--- src/rtl/mux4_rr_arbiter_if.sv ---
// Channel bundle between four requesters and the round-robin mux arbiter.
//   req[3:0]        request per requester
//   in0..in3        per-requester data
//   gnt[3:0]        one-hot grant (or zero)
//   sel[1:0]        registered mux select
//   out             registered selected data
//   out_valid       out carries granted data
//   busy            arbiter is in GRANT
// master: requester side, slave: arbiter side.
interface mux4_rr_arbiter_if #(
    parameter int unsigned DATA_W = 1
);
    logic [3:0]        req;
    logic [DATA_W-1:0] in0;
    logic [DATA_W-1:0] in1;
    logic [DATA_W-1:0] in2;
    logic [DATA_W-1:0] in3;
    logic [3:0]        gnt;
    logic [1:0]        sel;
    logic [DATA_W-1:0] out;
    logic              out_valid;
    logic              busy;

    modport master (
        output req, in0, in1, in2, in3,
        input  gnt, sel, out, out_valid, busy
    );

    modport slave (
        input  req, in0, in1, in2, in3,
        output gnt, sel, out, out_valid, busy
    );
endinterface

--- src/rtl/mux4_rr_arbiter.sv ---
// Round-robin arbiter owning the select of a 4:1 mux. Grants one requester
// at a time, bounds each grant to MAX_HOLD cycles, registers in[sel] onto out.
// Ports:
//   clk   rising-edge clock
//   rst   synchronous active-high reset
//   bus   mux4_rr_arbiter_if.slave (req/in0..in3 in; gnt/sel/out/out_valid/busy out)
module mux4_rr_arbiter #(
    parameter int unsigned DATA_W   = 1,
    parameter int unsigned MAX_HOLD = 8
) (
    input  logic                 clk,
    input  logic                 rst,
    mux4_rr_arbiter_if.slave     bus
);
    localparam int unsigned        HOLD_W    = $clog2(MAX_HOLD + 1);
    localparam logic [HOLD_W-1:0]  HOLD_LAST = HOLD_W'(MAX_HOLD - 1);

    typedef enum logic {
        IDLE  = 1'b0,
        GRANT = 1'b1
    } state_e;

    state_e            state_q, state_d;
    logic [1:0]        ptr_q, ptr_d;
    logic [1:0]        sel_q, sel_d;
    logic [3:0]        gnt_q, gnt_d;
    logic [HOLD_W-1:0] hold_q, hold_d;
    logic [DATA_W-1:0] out_q, out_d;
    logic              out_valid_q, out_valid_d;
    logic              busy_q, busy_d;

    logic [1:0]        arb_ptr_c;
    logic [1:0]        arb_idx_c;
    logic [1:0]        arb_win_c;
    logic              arb_found_c;
    logic              release_c;
    logic [DATA_W-1:0] in_sel_c;

    // Current mux selection for the datapath (pre-edge sel).
    always_comb begin
        in_sel_c = bus.in0;
        case (sel_q)
            2'd0:    in_sel_c = bus.in0;
            2'd1:    in_sel_c = bus.in1;
            2'd2:    in_sel_c = bus.in2;
            default: in_sel_c = bus.in3;
        endcase
    end

    // Rotating-priority search. On a release the pointer moves to sel+1 in
    // the same edge, so the search starts there rather than at ptr_q.
    always_comb begin
        arb_ptr_c   = (state_q == GRANT) ? sel_q + 2'd1 : ptr_q;
        arb_found_c = 1'b0;
        arb_win_c   = arb_ptr_c;
        arb_idx_c   = arb_ptr_c;
        for (int i = 0; i < 4; i++) begin
            arb_idx_c = arb_ptr_c + 2'(i);
            if (!arb_found_c && bus.req[arb_idx_c]) begin
                arb_found_c = 1'b1;
                arb_win_c   = arb_idx_c;
            end
        end
    end

    // Next-state and registered-output logic.
    always_comb begin
        state_d     = state_q;
        ptr_d       = ptr_q;
        sel_d       = sel_q;
        gnt_d       = gnt_q;
        hold_d      = hold_q;
        release_c   = (state_q == GRANT) &&
                      (!bus.req[sel_q] || (hold_q == HOLD_LAST));

        if ((state_q == IDLE) || release_c) begin
            if (state_q == GRANT) begin
                ptr_d = sel_q + 2'd1;
            end
            if (arb_found_c) begin
                state_d = GRANT;
                sel_d   = arb_win_c;
                gnt_d   = 4'b0001 << arb_win_c;
                hold_d  = '0;
            end else begin
                state_d = IDLE;
                gnt_d   = '0;
            end
        end else begin
            hold_d = hold_q + HOLD_W'(1);
        end

        out_valid_d = (state_q == GRANT);
        out_d       = (state_q == GRANT) ? in_sel_c : out_q;
        busy_d      = (state_d == GRANT);
    end

    // State and output registers; reset wins over any request on the same edge.
    always_ff @(posedge clk) begin
        if (rst) begin
            state_q     <= IDLE;
            ptr_q       <= '0;
            sel_q       <= '0;
            gnt_q       <= '0;
            hold_q      <= '0;
            out_q       <= '0;
            out_valid_q <= 1'b0;
            busy_q      <= 1'b0;
        end else begin
            state_q     <= state_d;
            ptr_q       <= ptr_d;
            sel_q       <= sel_d;
            gnt_q       <= gnt_d;
            hold_q      <= hold_d;
            out_q       <= out_d;
            out_valid_q <= out_valid_d;
            busy_q      <= busy_d;
        end
    end

    assign bus.gnt       = gnt_q;
    assign bus.sel       = sel_q;
    assign bus.out       = out_q;
    assign bus.out_valid = out_valid_q;
    assign bus.busy      = busy_q;
endmodule
--- src/flat_wrapper.sv ---
// flat-port wrapper written by rule: the top's interface ports become plain ports
module mux4_rr_arbiter_flat 
#(
    parameter int unsigned DATA_W   = 1,
    parameter int unsigned MAX_HOLD = 8
)
  (clk, rst, bus_req, bus_in0, bus_in1, bus_in2, bus_in3, bus_gnt, bus_sel, bus_out, bus_out_valid, bus_busy);
  mux4_rr_arbiter_if #(.DATA_W(DATA_W)) bus_i ();
  input  logic clk;
  input  logic rst;
  input wire logic [$bits(bus_i.req)-1:0] bus_req;
  input wire logic [$bits(bus_i.in0)-1:0] bus_in0;
  input wire logic [$bits(bus_i.in1)-1:0] bus_in1;
  input wire logic [$bits(bus_i.in2)-1:0] bus_in2;
  input wire logic [$bits(bus_i.in3)-1:0] bus_in3;
  output wire logic [$bits(bus_i.gnt)-1:0] bus_gnt;
  output wire logic [$bits(bus_i.sel)-1:0] bus_sel;
  output wire logic [$bits(bus_i.out)-1:0] bus_out;
  output wire logic [$bits(bus_i.out_valid)-1:0] bus_out_valid;
  output wire logic [$bits(bus_i.busy)-1:0] bus_busy;
  assign bus_i.req = bus_req;
  assign bus_i.in0 = bus_in0;
  assign bus_i.in1 = bus_in1;
  assign bus_i.in2 = bus_in2;
  assign bus_i.in3 = bus_in3;
  assign bus_gnt = bus_i.gnt;
  assign bus_sel = bus_i.sel;
  assign bus_out = bus_i.out;
  assign bus_out_valid = bus_i.out_valid;
  assign bus_busy = bus_i.busy;
  mux4_rr_arbiter #(.DATA_W(DATA_W), .MAX_HOLD(MAX_HOLD)) u_core (.clk(clk), .rst(rst), .bus(bus_i));
endmodule
--- config.mk ---
export PLATFORM = sky130hd
export DESIGN_NAME = mux4_rr_arbiter_flat
export DESIGN_NICKNAME = d
export VERILOG_FILES = /design/src/rtl/mux4_rr_arbiter_if.sv /design/src/rtl/mux4_rr_arbiter.sv /design/src/flat_wrapper.sv
export SDC_FILE = /design/constraint.sdc
export NUM_CORES = 1
export LEC_CHECK = 0
export ABC_AREA = 1
export CORE_ASPECT_RATIO = 0.9
export CORE_MARGIN = 4
export CORE_UTILIZATION = 35
export CTS_CLUSTER_DIAMETER = 50
export DETAILED_ROUTE_END_ITERATION = 10
export DONT_BUFFER_PORTS = 1
export GPL_ROUTABILITY_DRIVEN = 0
export SLEW_MARGIN = 30
export SYNTH_ARGS = -nofsm -noshare
export SYNTH_HDL_FRONTEND = slang
export SYNTH_SLANG_ARGS = --single-unit
--- constraint.sdc ---
create_clock -name clk -period 3.55 [get_ports clk]
set_clock_uncertainty 0.1 [all_clocks]
set_input_delay 0.71 -clock clk [delete_from_list [all_inputs] [get_ports clk]]
set_output_delay 0.71 -clock clk [all_outputs]
set_load 0.01 [all_outputs]
==> results.toml, run 1 <==
[pwr]
p_sw_share_pct = 52.8
vdd_drop_max_mv = 0.189
p_leak_nw = 0.570
p_sw_mw = 0.583
totalPowerFinal_mw = 1.10
power_frac_comb_pct = 61.1
clkPwrFrac_pct = 12.6
intPower_mw = 0.520
p_per_area_mw_per_mm2 = 875
seqPwrFrac_pct = 26.3

[run_status]
status = "completed"

[synthesis]
avgSynthCellArea_um2 = 6.92
synth_top_area_share_pct = 25.1
synth_seq_area_share_pct = 25.1
yosysTopAreaCell = "dfxtp_1"
yosysWarningCount = 0
netlist_instances = 173
netlist_area_mm2 = 0.00120
synth_cell_type_count = 29
synth_nets = 188
synth_area_leaders = "dfxtp_1 25%, nand2_1 16%, nand2_2 9.9%, nand3_1 7.5%, nand2_4 7.5%"
ys_ff_latch = 15

[floorplanning]
die_y_um = 63.5
io_pins = 19
start_util_pct = 37.9
die_area_mm2 = 0.00442
die_x_um = 69.7
floorplan.rows = 19
core_area_mm2 = 0.00316

[clock_network]
cts_buffer_depth = 2
post_cts_buffers = 0
cts_root_buffer = "clkbuf_8"
clock-sinks = 15
cts_tree = "built"
htreeDepth = 1
post_cts_resized = 0
postCtsHoldBufs = 0
clk_latency_ps = 250
cts_buffers = 3
path_clk_slew_ps = 60

[sta]
max_freq_mhz = 415
tightestPinTransition_ps = 527
final_max_slew_viol_count = 0
worst_slack_ps = 1140
timing_hold_violations_final = 0
period_needed_ps = 2410
rsz0062_at_grt = "false"
relSlewSlack_pct = 64.8
tns_ps = 0
setup-violations-final = 0
min_period_over_period_pct = 68.0

[place]
dpl.hpwl_mm = 2.17
dp_slack_ps = 1180
dpl_cell_area_mm2 = 0.00121
port_buffers = 0
placed_cells = 212

[route]
route.detailed.drc = 0
firstDrtPassIters = 4
drt_iter0_drc = 99
vias = 1141
post_drt_wl_per_cell_um = 12.6
via_per_inst = 5.28
ant_nets = 0
routed_wl_mm = 2.73

[setup_path]
worstSetupPathType = "flip-flop to flip-flop"
arrival_ps = 2490
r2r_start = "u_core.bus.sel[0]$_SDFFE_PP0P_"
required_ps = 3630
critPathMaxFanout = 9
r2r_end = "u_core.bus.gnt[1]$_SDFFE_PP0N_"
rrSetupSlack_ps = 1140
crit_path_end_kind = "flip-flop"
critPathLaunchType = "flip-flop"
r2r_cells = 15

[global_routing]
grt_use_total_pct = 13.0
antenna_found_initial = 0
grt_pass1_wl_mm = 4.72
grt_remaining_overflow = 0
grt_pass1_vias = 1003
grt_max_degree = 12

[final_layout]
multi_input_area_um2 = 797
n_fill_cell = 333
area_growth_pct = 5.22
drive_above_1_share_pct = 24.7
final_common_cell = "nand2_1"
fin_cells = 216
layout_common_cells = "51 x nand2_1, 19 x nand2_2, 18 x nand3_1"
final_area_mm2 = 0.00126
antenna_cells = 0
regArea_um2 = 300
nets = 190

[min_path]
holdPathEnd = "u_core.hold_q[1]$_SDFFE_PP0P_"
min_path_type = "flip-flop to flip-flop"
hold_start = "u_core.hold_q[1]$_SDFFE_PP0P_"
worstHoldPathCells = 2

[run]
drv_cap = 0
state kept, by name, indices dropped and copies added (netlist names):
register,flops
u_core.out_valid_d,1
u_core.ptr_q,2
u_core.bus.gnt,4
u_core.bus.out_valid,1
u_core.hold_q,4
u_core.bus.sel,2
u_core.bus.out,1
power by group through the flow:
stage | registers (mW) | logic (mW) | clock network [mW]
global placement | 0.294 | 0.662 | 0
detailed placement | 0.295 | 0.672 | 0
floorplan | 0.273 | 0.596 | 0
finish | 0.290 | 0.674 | 0.139
CTS | 0.292 | 0.675 | 0.144
global route | 0.301 | 0.759 | 0.154
stage by stage:
stage                     utilization, %  hold WS, ps
final                               39.8          373
after global routing                39.8          399
after CTS                           39.8          375
after detailed placement            38.4          367
after global placement              38.4          359
after floorplan                        -          343
routing by layer:
metal	part of all wire (%)	up-vias	track usage, %
li1	-	572	-
met1	45	533	16.7
met2	47	32	20.6
met3	7.2	4	3.97
met4	0.84	0	4.31
met5	0	-	0
synth_stat cells, drive strengths merged:
cell,n
a211oi,2
a21oi,14
a31o,1
a31oi,2
and3,1
buf,2
clkbuf,1
clkinv,1
dfxtp,15
ha,5
inv,15
nand2,78
nand3,19
nand4,3
nor2,5
nor3,1
o211ai,1
o21ai,7
logic make-up (layout without fill, tap and decap cells):
family	Yosys count	count (layout)	synth area share [%]
flops	15	15	25.1
simple gates	107	107	47.2
buf+inv	19	20	8.36
fa+ha+maj	5	5	5.22
compound gates	27	27	14.1
worst max-delay path: stages, from the launching register on:
cell and delay [ps]:
dfxtp_1 520, inv_2 120, ha_1 330, inv_1 60, nand2_1 80, nand2_4 150
nand2_1 80, nand2_2 110, nand2_1 70, nand2_1 120, nand4_2 140, nand2_2 130
nand2_2 70, nor2_2 100, nand2_1 80, a21oi_2 110
cell type report:
type | count | share of cell area [%]
multi-input combinational | 139 | 63.3
sequential | 15 | 23.8
inverter | 16 | 5.16
tap | 42 | 4.17
clock buffer | 4 | 3.57
worst max-delay path by stage:
| stage | from | end | slack, ps | cells past startpoint |
|---|---|---|---|---|
| 2_1_floorplan | u_core.bus.sel[0]$_SDFFE_PP0P_ | u_core.bus.gnt[1]$_SDFFE_PP0N_ | 1430 | 15 |
| 3_3_place_gp | u_core.bus.sel[0]$_SDFFE_PP0P_ | u_core.bus.gnt[1]$_SDFFE_PP0N_ | 1210 | 15 |
| 3_5_place_dp | u_core.bus.sel[0]$_SDFFE_PP0P_ | u_core.bus.gnt[1]$_SDFFE_PP0N_ | 1180 | 15 |
| 4_1_cts | u_core.bus.sel[0]$_SDFFE_PP0P_ | u_core.bus.gnt[1]$_SDFFE_PP0N_ | 1150 | 15 |
| 5_1_grt | u_core.bus.sel[0]$_SDFFE_PP0P_ | u_core.bus.gnt[1]$_SDFFE_PP0N_ | 920 | 15 |
| 6_report | u_core.bus.sel[0]$_SDFFE_PP0P_ | u_core.bus.gnt[1]$_SDFFE_PP0N_ | 1140 | 15 |
No activity file was read; power rests on OpenSTA's default activity.
==> inputs of run 2 (changes only) <==
==> constraint.sdc (replaced) <==
create_clock -name clk -period 1.9 [get_ports clk]
set_clock_uncertainty 0.1 [all_clocks]
set_input_delay 0.38 -clock clk [delete_from_list [all_inputs] [get_ports clk]]
set_output_delay 0.38 -clock clk [all_outputs]
set_load 0.01 [all_outputs]
==> run 2 against run 1 <==
Fmax grew 24%. Design area rose by 22%. First-iteration DRC count down 24%. Worst hold slack worse by 290 ps. Sequential power up 77%. Critical path type unchanged. Count of clock-buffer cells in the layout fell by 1. The run now ends with negative setup slack left. Critical path depth fell by 2. Via count is 4.5% higher. Highest routed layer unchanged. Clock power up 86%. Largest power group unchanged.
==> results.toml, run 2 (synthesis results as in run 1) <==
[clock_network]
cts_root_buffer = "clkbuf_8"
cts_buffers = 3
clk_latency_ps = 250
cts_buffer_depth = 2
path_clk_slew_ps = 70
htreeDepth = 1
cts_tree = "built"
clock-sinks = 15

[global_routing]
grt_max_degree = 12
grt_use_total_pct = 13.7
grt_remaining_overflow = 0
grt_pass1_vias = 1166
grt_pass1_wl_mm = 5.13
antenna_found_initial = 0

[run_status]
status = "finished, violations left"
violations = "negative setup slack"

[sta]
period_needed_ps = 1940
whs_ps = 83.1
setup-violations-final = 5
relSlewSlack_pct = 70.1
tns_ps = -164
timing_hold_violations_final = 0
tightestPinTransition_ps = 447
max_freq_mhz = 515
rsz0062_at_grt = "true"
min_period_over_period_pct = 102
final_max_slew_viol_count = 0
worst_slack_ps = -42.4

[setup_path]
worstSetupPathType = "flip-flop to flip-flop"
r2r_cells = 13
crit_path_end_kind = "flip-flop"
critPathMaxFanout = 5
critPathLaunchType = "flip-flop"
required_ps = 1980
arrival_ps = 2020

[min_path]
min_path_type = "primary input to flip-flop"
worstHoldPathCells = 1

[place]
dpl_cell_area_mm2 = 0.00136
dp_slack_ps = -76.5
port_buffers = 0
placed_cells = 229
dpl.hpwl_mm = 2.30

[route]
post_drt_wl_per_cell_um = 12.3
route.detailed.drc = 0
routed_wl_mm = 2.93
ant_nets = 0
via_per_inst = 5.01
drt_iter0_drc = 75
vias = 1192
firstDrtPassIters = 4

[final_layout]
n_fill_cell = 298
fin_cells = 238
drive_above_1_share_pct = 42.3
antenna_cells = 0
nets = 212
regArea_um2 = 307
final_core_util_pct = 48.6
final_common_cell = "nand2_1"
multi_input_area_um2 = 896
area_growth_pct = 28.3
layout_common_cells = "44 x nand2_1, 22 x buf_4, 19 x nand2_2"
final_area_mm2 = 0.00154

[pwr]
p_per_area_mw_per_mm2 = 1700
vdd_drop_max_mv = 0.673
p_leak_nw = 0.714
totalPowerFinal_mw = 2.62

[floorplanning]
die_y_um = 63.5
io_pins = 19
die_x_um = 69.7
core_area_mm2 = 0.00316
die_area_mm2 = 0.00442
start_util_pct = 37.9
floorplan.rows = 19

[run]
drv_cap = 0
## run 2: cell types whose count changed in the layout (fill, tap and decap cells not counted), sizes merged
| cell | delta |
|---|---|
| buf | +22 |
| clkbuf | -1 |
| inv | +1 |
## run 2: worst paths after layout
check	startpoint	slack (ps)	to
max	u_core.bus.sel[0]$_SDFFE_PP0P_	-40	u_core.bus.sel[1]$_SDFFE_PP0P_
min	rst	80	u_core.bus.sel[1]$_SDFFE_PP0P_
max reg2reg	u_core.bus.sel[0]$_SDFFE_PP0P_	-40	u_core.bus.sel[1]$_SDFFE_PP0P_
min reg2reg	u_core.hold_q[1]$_SDFFE_PP0P_	380	u_core.hold_q[1]$_SDFFE_PP0P_
## run 2: worst max-delay path, stage by stage (launching register included)
cell     delay (ps)
dfxtp_4         360
inv_4            40
ha_4            230
nand2_2          80
nand2_4          70
buf_4           140
nand3_1          70
nand2_1          90
nor2_4          140
nand3_2         120
nand2_4         140
buf_4           130
nand2_1          60
a21oi_2         120
## run 2: cell type report
type	count	area share [%]
tap	42	3.42
timing repair buffer	22	10.7
multi-input combinational	139	58.3
clock buffer	3	2.69
inverter	16	4.56
sequential	15	20.0
clock inverter	1	0.326
## run 2: repair_timing
item / CTS / global route
pin swaps: 13 / 4
setup endpoints to repair: 8 / 12
resized for setup: 13 / 12
setup buffers: 3 / 2
hold buffers: 0 / 0
## run 2: layer usage
metal | share of wire (%) | global-route usage, % | up-vias
li1 | - | - | 613
met1 | 46 | 17.1 | 551
met2 | 48 | 23.2 | 26
met3 | 5.4 | 4.93 | 2
met4 | 0.61 | 1.67 | 0
met5 | 0 | 0 | -
## run 2: power breakdown
group	total [mW]	internal, mW	switching [mW]
combinational	1.84	0.747	1.10
clock	0.258	0.145	0.113
sequential	0.514	0.417	0.0976
total	2.62	1.31	1.31
==> inputs of run 3 (changes only) <==
--- a/config.mk
+++ b/config.mk
@@ -5,7 +5,6 @@
 export SDC_FILE = /design/constraint.sdc
 export NUM_CORES = 1
 export LEC_CHECK = 0
-export ABC_AREA = 1
 export CORE_ASPECT_RATIO = 0.9
 export CORE_MARGIN = 4
 export CORE_UTILIZATION = 35
==> constraint.sdc (replaced) <==
create_clock -name clk -period 1.9 [get_ports clk]
set_clock_uncertainty 0.1 [all_clocks]
set_input_delay 0.285 -clock clk [delete_from_list [all_inputs] [get_ports clk]]
set_output_delay 0.285 -clock clk [all_outputs]
set_load 0.01 [all_outputs]
==> run 3 against run 2 <==
The run now ends clean. Via count is 34% lower. Wire length shrank 23%. Critical path depth fell by 6. Synthesized cell count decreased by 46%. Count of clock-buffer cells in the layout is the same. Utilization is 2.7 points higher. Critical path type unchanged. Largest cell class unchanged.
==> results.toml, run 3 <==
[run_status]
status = "completed"

[sta]
period_needed_ps = 1900
final_max_slew_viol_count = 0
min_period_over_period_pct = 99.8
whs_ps = 75.2
timing_hold_violations_final = 0
setup-violations-final = 0
max_freq_mhz = 527
tightestPinTransition_ps = 618
relSlewSlack_pct = 58.7
rsz0062_at_grt = "true"

[pwr]
intPower_mw = 0.600
p_leak_nw = 0.449
totalPowerFinal_mw = 0.907
power_frac_comb_pct = 38.4
clkPwrFrac_pct = 20.0
seqPwrFrac_pct = 41.6
p_sw_share_pct = 33.9
p_sw_mw = 0.307
vdd_drop_max_mv = 0.490
p_per_area_mw_per_mm2 = 788

[clock_network]
cts_root_buffer = "clkbuf_4"
htreeDepth = 1
cts_tree = "built"
cts_buffer_depth = 2
path_clk_slew_ps = 90
clock-sinks = 15
clk_latency_ps = 280
cts_buffers = 3

[floorplanning]
floorplan.rows = 16
die_y_um = 54.7
die_area_mm2 = 0.00327
die_x_um = 59.9
io_pins = 19
start_util_pct = 37.8
core_area_mm2 = 0.00224

[global_routing]
grt_pass1_vias = 741
use_met2_pct = 23.7
met3_usage_pct = 5.66
grt_pass1_wl_mm = 3.35
grt_max_degree = 13
antenna_found_initial = 0
grtUsageMet1_pct = 16.3
grt.busiest_layer = "met2"
grt_use_total_pct = 13.9
grt_remaining_overflow = 0

[route]
vias = 781
drt_iter0_drc = 17
route.detailed.drc = 0
ant_nets = 0
firstDrtPassIters = 5
via_per_inst = 5.74
post_drt_wl_per_cell_um = 16.6
routed_wl_mm = 2.26

[final_layout]
area_growth_pct = 35.9
final_common_cell = "dfxtp_1"
drive_above_1_share_pct = 37.6
layout_common_cells = "13 x dfxtp_1, 12 x nor2_1, 12 x buf_4"
nets = 125
antenna_cells = 0

[setup_path]
required_ps = 1990
worstSetupPathType = "flip-flop to flip-flop"
arrival_ps = 1990
crit_path_end_kind = "flip-flop"
critPathMaxFanout = 5
critPathLaunchType = "flip-flop"

[synthesis]
synth_edf_count = 0
synth_area_leaders = "dfxtp_1 35%, ha_1 7.4%, nand3b_1 6.2%, nor2_1 5.3%, mux2i_1 3.5%"
netlist_instances = 93
yosysWarningCount = 0
synth_nets = 108
synth_top_area_share_pct = 35.5
async_flop_share_pct = 0
yosysTopAreaCell = "dfxtp_1"
synth_cell_type_count = 35
synth_seq_area_share_pct = 35.5
synth_commonest_cells = "15 x dfxtp_1, 12 x nor2_1, 7 x nand3b_1"
netlist_area_um2 = 847
avgSynthCellArea_um2 = 9.11
synth_ff_type = "dfxtp_1"
yosysMostFrequentCell = "dfxtp_1"
ys_ff_latch = 15

[place]
dpl.hpwl_mm = 1.29
port_buffers = 0

[run]
drv_cap = 0

[min_path]
min_path_type = "primary input to flip-flop"
run 3: cell types whose count changed in the layout (fill, tap and decap cells not counted), moves of 10 or more:
| cell | previous run | this run |
|---|---|---|
| buf_4 | 22 | 12 |
| nand2_1 | 44 | 2 |
| nand2_2 | 19 | 1 |
| nor2_1 | 2 | 12 |
| nand3_1 | 18 | 2 |
| nand2_4 | 14 | 0 |
run 3: through the flow:
| stage | setup TNS [ps] | worst slack, ps | std cells | cell area [um^2] | utilization [%] |
|---|---|---|---|---|---|
| after floorplan | 0 | 24.9 | 93 | 852 | - |
| after global placement | -83.3 | -41.9 | 122 | 910 | 40.6 |
| after detailed placement | -112 | -66.4 | 122 | 910 | 40.6 |
| after CTS | -36.6 | -36.6 | 130 | 1020 | 45.4 |
| after global routing | -280 | -62.8 | 136 | 1150 | 51.3 |
| final | 0 | 3.97 | 136 | 1150 | 51.3 |
run 3: cell type report:
type / count / area (um^2)
inverters: 4 / 17.5
clock buffers: 3 / 22.5
clock inverters: 1 / 5.00
repair buffers: 17 / 144
well taps: 27 / 33.8
fillers: 213 / 1090
flip-flops and latches: 15 / 305
multi-input cells: 69 / 623
run 3: worst max-delay path: stages, from the launching register on:
cell,delay (ps)
dfxtp_2,340
inv_2,50
ha_4,220
mux2_4,280
buf_6,140
o21a_1,190
and2_4,160
o41ai_4,320
run 3: repair_timing:
item,CTS,global route
gates resized for setup,9,15
pin swaps,4,9
hold buffers,1,1
setup endpoints to repair,6,7
buffers inserted,3,5
endpoints found under the hold margin,12,1
run 3: final timing paths:
check                                                       to  slack [ps]                      startpoint  depth (start not counted)
worst max register to register  u_core.bus.gnt[2]$_SDFFE_PP0N_           4  u_core.bus.sel[1]$_SDFFE_PP0P_                          7
worst min register to register   u_core.hold_q[3]$_SDFFE_PP0P_         380   u_core.hold_q[3]$_SDFFE_PP0P_                          2
worst max-delay path            u_core.bus.gnt[2]$_SDFFE_PP0N_           4  u_core.bus.sel[1]$_SDFFE_PP0P_                          7
worst min-delay path            u_core.bus.gnt[0]$_SDFFE_PP0N_          80                             rst                          2
run 3: power groups by stage:
stage / Clock [mW] / Combinational, mW / Sequential (mW)
2_1_floorplan: 0 / 0.151 / 0.387
3_3_place_gp: 0 / 0.202 / 0.383
3_5_place_dp: 0 / 0.204 / 0.384
4_1_cts: 0.186 / 0.256 / 0.375
5_1_grt: 0.204 / 0.376 / 0.381
6_report: 0.182 / 0.349 / 0.377
run 3: cells by family (layout without fill, tap and decap cells):
| group | count (synthesis) | after routing | share of synthesized area (%) |
|---|---|---|---|
| buffers and inverters | 9 | 25 | 5.17 |
| DFF | 15 | 15 | 35.5 |
| muxes | 5 | 5 | 7.98 |
| and+or+nand+nor | 37 | 37 | 24.4 |
| AOI/OAI and AO/OA | 21 | 21 | 18.6 |
| xor gates and xnor gates | 1 | 1 | 1.03 |
| adders and majority gates | 5 | 5 | 7.39 |
run 3: layer usage:
| layer | routed length [um] | part of all wire [%] | vias to the layer above |
|---|---|---|---|
| met2 | 1110 | 49 | 27 |
| met4 | 12 | 0.53 | 0 |
| li1 | - | - | 369 |
| met1 | 968 | 43 | 383 |
| met5 | 0 | 0 | - |
| met3 | 169 | 7.5 | 2 |
